## src/rtl/mod_carga_matriz_5x5_pkg.sv

```systemverilog
// Shared definitions for the 5x5 matrix loader: state encoding, sizes,
// element position helper and the identity constant used as padding.
package pkg_matriz;

  localparam int TAM_MAX = 5;
  localparam int ELEM_W  = 8;
  localparam int RES_W   = 16;
  localparam int MAT_W   = TAM_MAX * TAM_MAX * ELEM_W;

  typedef enum logic [1:0] {
    OCIOSO  = 2'd0,
    CARGA   = 2'd1,
    DISPARO = 2'd2,
    ESPERA  = 2'd3
  } estado_t;

  // Flat 5x5 position of an element given its slow and fast load indices.
  // Row-major: slow index is the row. Column-major: slow index is the column.
  function automatic logic [4:0] elem_idx(input logic [2:0] lento,
                                          input logic [2:0] rapido,
                                          input logic       col_major);
    logic [4:0] r;
    logic [4:0] c;
    if (col_major) begin
      r = {2'b00, rapido};
      c = {2'b00, lento};
    end else begin
      r = {2'b00, lento};
      c = {2'b00, rapido};
    end
    return (r * 5'd5) + c;
  endfunction

  // 5x5 identity: padding that makes det5x5 equal to det of the loaded NxN block.
  function automatic logic [MAT_W-1:0] identidade();
    logic [MAT_W-1:0] m;
    m = '0;
    for (int i = 0; i < TAM_MAX; i++) begin
      m[ELEM_W*i*(TAM_MAX+1) +: ELEM_W] = ELEM_W'(1);
    end
    return m;
  endfunction

endpackage

```

## src/rtl/mod_carga_matriz_5x5_timeout_cnt.sv

```systemverilog
// Saturating cycle counter with synchronous clear and enable. term_o flags
// the cycle in which the counter sits at TERM while enabled.
module mod_timeout_cnt #(
  parameter int             W    = 10,
  parameter logic [W-1:0]   TERM = '1
) (
  input  logic clk_i,
  input  logic rst_i,
  input  logic clr_i,
  input  logic en_i,
  output logic term_o
);

  logic [W-1:0] cnt_q;

  // Count enabled cycles, holding at TERM; clear has priority over enable.
  always_ff @(posedge clk_i) begin
    if (rst_i || clr_i) begin
      cnt_q <= '0;
    end else if (en_i && (cnt_q != TERM)) begin
      cnt_q <= cnt_q + 1'b1;
    end
  end

  assign term_o = en_i && (cnt_q == TERM);

endmodule

```

## src/rtl/mod_carga_matriz_5x5.sv

```systemverilog
// Loads an NxN signed matrix (N = 2..5) into a 5x5 identity-padded grid,
// fires the downstream 5x5 determinant unit and latches its result.
// Optional build macro ORDEM_COLUNA_EN: elements arrive column-major
// instead of row-major (the determinant is unaffected).
//
// Input handshake: an element transfers on a rising clock edge where both
// dado_valido and dado_pronto are high; dado_valido may be driven freely,
// and dado_pronto depends only on the state register, never on dado_valido.
module mod_carga_matriz_5x5 #(
  parameter int TIMEOUT = 1023,
  parameter int TAM_MAX = 5
) (
  input  logic                                    clk,
  input  logic                                    rst,
  input  logic [2:0]                              tamanho,
  input  logic signed [pkg_matriz::ELEM_W-1:0]    dado_in,
  input  logic                                    dado_valido,
  output logic                                    dado_pronto,
  output logic [pkg_matriz::MAT_W-1:0]            matriz,
  output logic                                    start_det,
  input  logic                                    det_done,
  input  logic signed [pkg_matriz::RES_W-1:0]     det_resultado,
  output logic signed [pkg_matriz::RES_W-1:0]     resultado,
  output logic                                    resultado_valido,
  output logic                                    ocupado,
  output logic                                    erro,
  output logic [1:0]                              estado_dbg
);

  import pkg_matriz::*;

  localparam int                CNT_W     = $clog2(TIMEOUT + 1);
  // ESPERA starts one cycle after start_det with the counter at 0, so
  // stopping at TIMEOUT-2 puts erro up exactly TIMEOUT cycles after start_det.
  localparam logic [CNT_W-1:0]  TO_TERM   = CNT_W'(TIMEOUT - 2);
  localparam logic [2:0]        TAM_MAX_L = 3'(TAM_MAX);
  localparam logic [MAT_W-1:0]  IDENT     = identidade();
`ifdef ORDEM_COLUNA_EN
  localparam logic              COL_MAJOR = 1'b1;
`else
  localparam logic              COL_MAJOR = 1'b0;
`endif

  estado_t                 estado_q;
  logic [2:0]              n_q;
  logic [4:0]              cont_q;
  logic [2:0]              lento_q;
  logic [2:0]              rapido_q;
  logic [MAT_W-1:0]        matriz_q;
  logic signed [RES_W-1:0] resultado_q;
  logic                    resultado_valido_q;
  logic                    start_det_q;
  logic                    erro_q;
  logic                    det_done_ant_q;

  logic                    transf;
  logic                    tam_ok;
  logic                    ultimo;
  logic                    borda_done;
  logic                    to_term;
  logic [5:0]              total_n;
  logic [4:0]              pos;

  assign transf     = dado_valido && dado_pronto;
  assign tam_ok     = (tamanho >= 3'd2) && (tamanho <= TAM_MAX_L);
  assign total_n    = {3'b000, n_q} * {3'b000, n_q};
  assign ultimo     = ({1'b0, cont_q} + 6'd1) == total_n;
  assign pos        = elem_idx(lento_q, rapido_q, COL_MAJOR);
  assign borda_done = det_done && !det_done_ant_q;

  mod_timeout_cnt #(
    .W    (CNT_W),
    .TERM (TO_TERM)
  ) u_timeout (
    .clk_i  (clk),
    .rst_i  (rst),
    .clr_i  (estado_q == DISPARO),
    .en_i   (estado_q == ESPERA),
    .term_o (to_term)
  );

  // Main controller: load sequencing, start pulse, result/timeout handling.
  always_ff @(posedge clk) begin
    if (rst) begin
      estado_q           <= OCIOSO;
      n_q                <= 3'd0;
      cont_q             <= 5'd0;
      lento_q            <= 3'd0;
      rapido_q           <= 3'd0;
      matriz_q           <= IDENT;
      resultado_q        <= '0;
      resultado_valido_q <= 1'b0;
      start_det_q        <= 1'b0;
      erro_q             <= 1'b0;
      det_done_ant_q     <= 1'b0;
    end else begin
      start_det_q        <= 1'b0;
      resultado_valido_q <= 1'b0;
      det_done_ant_q     <= det_done;
      case (estado_q)
        OCIOSO: begin
          if (transf) begin
            if (tam_ok) begin
              // Padding goes in with the first element so the whole grid
              // is defined by the time the determinant unit looks at it.
              erro_q   <= 1'b0;
              n_q      <= tamanho;
              matriz_q <= {IDENT[MAT_W-1:ELEM_W], dado_in};
              cont_q   <= 5'd1;
              lento_q  <= 3'd0;
              rapido_q <= 3'd1;
              estado_q <= CARGA;
            end else begin
              erro_q <= 1'b1;
            end
          end
        end
        CARGA: begin
          if (transf) begin
            matriz_q[ELEM_W*pos +: ELEM_W] <= dado_in;
            cont_q <= cont_q + 5'd1;
            if (rapido_q == (n_q - 3'd1)) begin
              rapido_q <= 3'd0;
              lento_q  <= lento_q + 3'd1;
            end else begin
              rapido_q <= rapido_q + 3'd1;
            end
            if (ultimo) begin
              estado_q    <= DISPARO;
              start_det_q <= 1'b1;
            end
          end
        end
        DISPARO: begin
          estado_q <= ESPERA;
        end
        ESPERA: begin
          // A done level left over from before ESPERA is not an edge.
          if (borda_done) begin
            resultado_q        <= det_resultado;
            resultado_valido_q <= 1'b1;
            estado_q           <= OCIOSO;
          end else if (to_term) begin
            erro_q   <= 1'b1;
            estado_q <= OCIOSO;
          end
        end
        default: estado_q <= OCIOSO;
      endcase
    end
  end

  assign dado_pronto      = (estado_q == OCIOSO) || (estado_q == CARGA);
  assign ocupado          = (estado_q != OCIOSO);
  assign matriz           = matriz_q;
  assign start_det        = start_det_q;
  assign resultado        = resultado_q;
  assign resultado_valido = resultado_valido_q;
  assign erro             = erro_q;
  assign estado_dbg       = estado_q;

endmodule

```

## config.mk

```make
export PLATFORM = sky130hd
export DESIGN_NAME = mod_carga_matriz_5x5
export DESIGN_NICKNAME = d
export VERILOG_FILES = /design/src/rtl/mod_carga_matriz_5x5_pkg.sv /design/src/rtl/mod_carga_matriz_5x5_timeout_cnt.sv /design/src/rtl/mod_carga_matriz_5x5.sv
export SDC_FILE = /design/constraint.sdc
export NUM_CORES = 1
export LEC_CHECK = 0
export CORE_ASPECT_RATIO = 1.2
export CORE_UTILIZATION = 40
export DETAILED_ROUTE_END_ITERATION = 10
export GPL_TIMING_DRIVEN = 0
export HOLD_SLACK_MARGIN = 0.1
export PLACE_DENSITY = 0.69
export SLEW_MARGIN = 0
export SYNTH_ARGS = -nofsm -noshare
export SYNTH_HDL_FRONTEND = slang
export SYNTH_SLANG_ARGS = --single-unit
```

## constraint.sdc

```tcl
create_clock -name clk -period 3.9 [get_ports clk]
set_input_delay 0.585 -clock clk [delete_from_list [all_inputs] [get_ports clk]]
set_output_delay 0.585 -clock clk [all_outputs]
set_load 0.005 [all_outputs]
```

==> impl_metrics.toml, run 1 <==
[worst_setup_path]
rrSetupSlack_ns = 0.1
reg2reg_to = "matriz[190]"
worstPathRequired_ns = 4.38
critPathLaunchType = "flip-flop"
crit_fanout = 10
worst_r2r_path_depth = 12
critPathArrivalTime_ns = 4.28
path_class = "reg2reg"
r2r_start = "lento_q[2]"
crit_path_end_kind = "flip-flop"

[routing]
drtIter0Drc = 542
ant_nets = 0
drcViolationCount = 0
wl_per_cell_um = 19.8
vias_per_cell = 5.52
vias = 9172
drt-pass1-iter-count = 5
routed_wl_um = 33000

[floorplan]
chipWidth_um = 147
design.core.area_um2 = 24700
start_util_pct = 40.8
num_rows = 63
die_area_um2 = 25800
fp.dieH_um = 176
ioPinCount = 254

[global_route]
grt_pass1_wl_um = 50900
grt_usage_pct = 25.1
antenna_found_initial = 1
grt_max_degree = 14
grt_pass1_vias = 9076
grt-ovfl-total = 0

[yosys]
yosys_most_used_dff = "dfxtp_1"
synth_edf_count = 0
ys_seq_area_share_pct = 49.0
synth_warnings = 0
avgSynthCellArea_um2 = 9.65
async_reset_ff_share_pct = 0
synth_seq_cells = 246
synth_fp_nets = 1097
yosys.cell_types.count = 78
netlist_area_um2 = 10100
synth_cells = 1042

[cells_and_area]
layout-drive-gt1-share_pct = 10.0
final_cell_mix = "247 x clkdlybuf4s50_1, 246 x dfxtp_1, 159 x nand2_1"
syn2layout_area_growth_pct = 39.1
final_nets = 1375
mostFrequentLayoutCell = "clkdlybuf4s50_1"

[clocking]
postCtsHoldBufs = 0
clkSinkCount = 246
clkTransAtPathRegs_ns = 0.06
clock_latency_ns = 0.54
root_buffer = "clkbuf_16"
numCtsBuffers = 25
cts_buffer_depth = 3
cts.htree.levels = 1
cts_tree = "done"

[min_path]
holdPathEnd = "matriz[94]"
hold_start = "matriz[94]"
hold_depth = 2
worstHoldPathType = "reg2reg"

[job]
maxCapViolations = 0

[placed_design]
place_hpwl_um = 23500
numPortBuffers = 247
routabilityCongestion = 0.952

[sta]
slew_viol_final = 0
fin_crit_sh_pct = 97.6
skew_ns = 0.0176
hold_slack_ns = 0.449
rsz0062_at_grt = "true"
hold_viol = 0
max_freq_mhz = 263
fin_crit_ns = 3.80
setup_viol = 0
relSlewSlack_pct = 40.4
tightestPinTransition_ns = 0.883

[power]
p_per_area_nw_per_um2 = 464
power_mw = 6.49
leakagePower_nw = 4.98
vdd_drop_max_mv = 0.292

[status]
status = "complete, no violations"
==> registers in the layout (all words and copies together), names as in the netlist <==
signal and flops:
rapido_q 3, u_timeout.cnt_q 10, erro 1, lento_q 3, resultado_valido 1, det_done_ant_q 1, n_q 3, matriz 200
resultado 16, cont_q 5, estado_dbg 2, start_det 1
==> what timing repair did <==
item	4_1_cts	5_1_grt
setup buffers	1	6
hold endpoints to repair	0	0
setup endpoints to repair	193	171
resized for setup	17	27
pin swaps	1	5
==> final cells by class <==
| class | count | area [um2] |
|---|---|---|
| sequential | 246 | 4920 |
| tap | 325 | 407 |
| clock buffer | 35 | 683 |
| inverter | 21 | 78.8 |
| buffer | 62 | 278 |
| multi-input combinational | 710 | 4940 |
| antenna | 1 | 2.50 |
| timing repair buffer | 254 | 2520 |
| fill | 2241 | 10700 |
| clock inverter | 9 | 149 |
==> per-stage QoR <==
step	std cells	instance area, um2	TNS (ns)	utilization (%)	worst slack [ns]
finish	1663	14000	0	56.7	0.0954
global route	1663	14000	-0.632	56.7	-0.0478
CTS	1657	13800	-0.00938	56.0	-0.00938
global placement	1614	12900	-59.95	52.4	-0.857
detailed placement	1614	12900	-60.35	52.4	-0.856
floorplan	1042	10100	0	-	0.0278
==> synthesized netlist by cell type, drive strengths merged (4+ instances only) <==
cell | n | area, um2
xnor2 | 12 | 128
ha | 23 | 288
o31ai | 6 | 82.6
a31oi | 5 | 46.3
a21oi | 56 | 288
nand3 | 40 | 213
and3 | 7 | 45.1
dfxtp | 246 | 4920
mux2i | 23 | 230
clkbuf | 44 | 165
nor3 | 16 | 121
a31o | 9 | 78.8
nand2b | 4 | 25.0
nor4 | 8 | 87.6
inv | 21 | 78.8
o211ai | 4 | 30.0
nand2 | 160 | 601
nor3b | 10 | 75.1
or2 | 5 | 31.3
a211oi | 5 | 50.1
o21ai | 35 | 179
nand4 | 18 | 113
and2 | 5 | 33.8
nor2b | 14 | 87.6
or3 | 6 | 37.5
buf | 21 | 115
a22o | 67 | 587
nor2 | 63 | 254
xor2 | 12 | 113
a41oi | 7 | 61.3
a32o | 30 | 300
o2bb2ai | 21 | 184
==> where the power goes <==
part	internal, mW	switching [mW]	leakage [nW]
clock network	1.48	0.985	0.409
registers	2.56	0.0481	1.98
logic	0.437	0.969	2.59
==> routing by layer <==
metal  part of all wire (%)  global-route usage [%]
met1                     41                    29.9
met2                     47                    42.8
met3                    7.9                    6.18
met4                    3.3                    10.5
met5                      0                       0
==> worst max path at each step <==
stage / start / end / cells past startpoint / slack [ns]
floorplan: lento_q[2] / matriz[90] / 14 / 0.03
global placement: lento_q[0] / matriz[90] / 14 / -0.86
detailed placement: lento_q[2] / matriz[90] / 14 / -0.86
CTS: lento_q[2] / matriz[90] / 12 / -0.009
global route: lento_q[2] / matriz[190] / 12 / -0.05
finish: lento_q[2] / matriz[190] / 12 / 0.1
==> cell families (layout without fill, tap and decap cells) <==
kind of cell	Yosys count	count (layout)	synth area share, %
DFF	246	246	49.0
xor gates and xnor gates	25	25	2.61
and+or+nand+nor	365	365	17.9
other	0	1	0
buffers and inverters	86	381	3.57
adders and majority gates	24	24	3.06
AOI/OAI and AO/OA	273	273	21.6
muxes	23	23	2.29
==> critical path, stage by stage, from the launching register on <==
cell and delay, ns:
dfxtp_1 0.43, ha_1 0.27, ha_1 0.32, fa_2 0.65
inv_1 0.10, and3_4 0.18, ha_2 0.18, inv_1 0.14
o31a_2 0.27, buf_2 0.28, nand4_1 0.34, nor2_2 0.38
a22o_1 0.20
No activity file was read; power rests on OpenSTA's default activity.
==> run 2, diff against run 1 <==
--- a/config.mk
+++ b/config.mk
@@ -6,4 +6,5 @@
 export NUM_CORES = 1
 export LEC_CHECK = 0
+export CAP_MARGIN = 0
 export CORE_ASPECT_RATIO = 1.2
 export CORE_UTILIZATION = 40
==> constraint.sdc (replaced) <==
create_clock -name clk -period 3.9 [get_ports clk]
set_input_delay 0.585 -clock clk [delete_from_list [all_inputs] [get_ports clk]]
set_output_delay 0.585 -clock clk [all_outputs]
set_load 0.1 [all_outputs]
==> results of run 2 <==
The final DEF is identical to that of run 1. Status: complete, no violations.
Among the figures that moved: total power 6.49 mW -> 6.85 mW
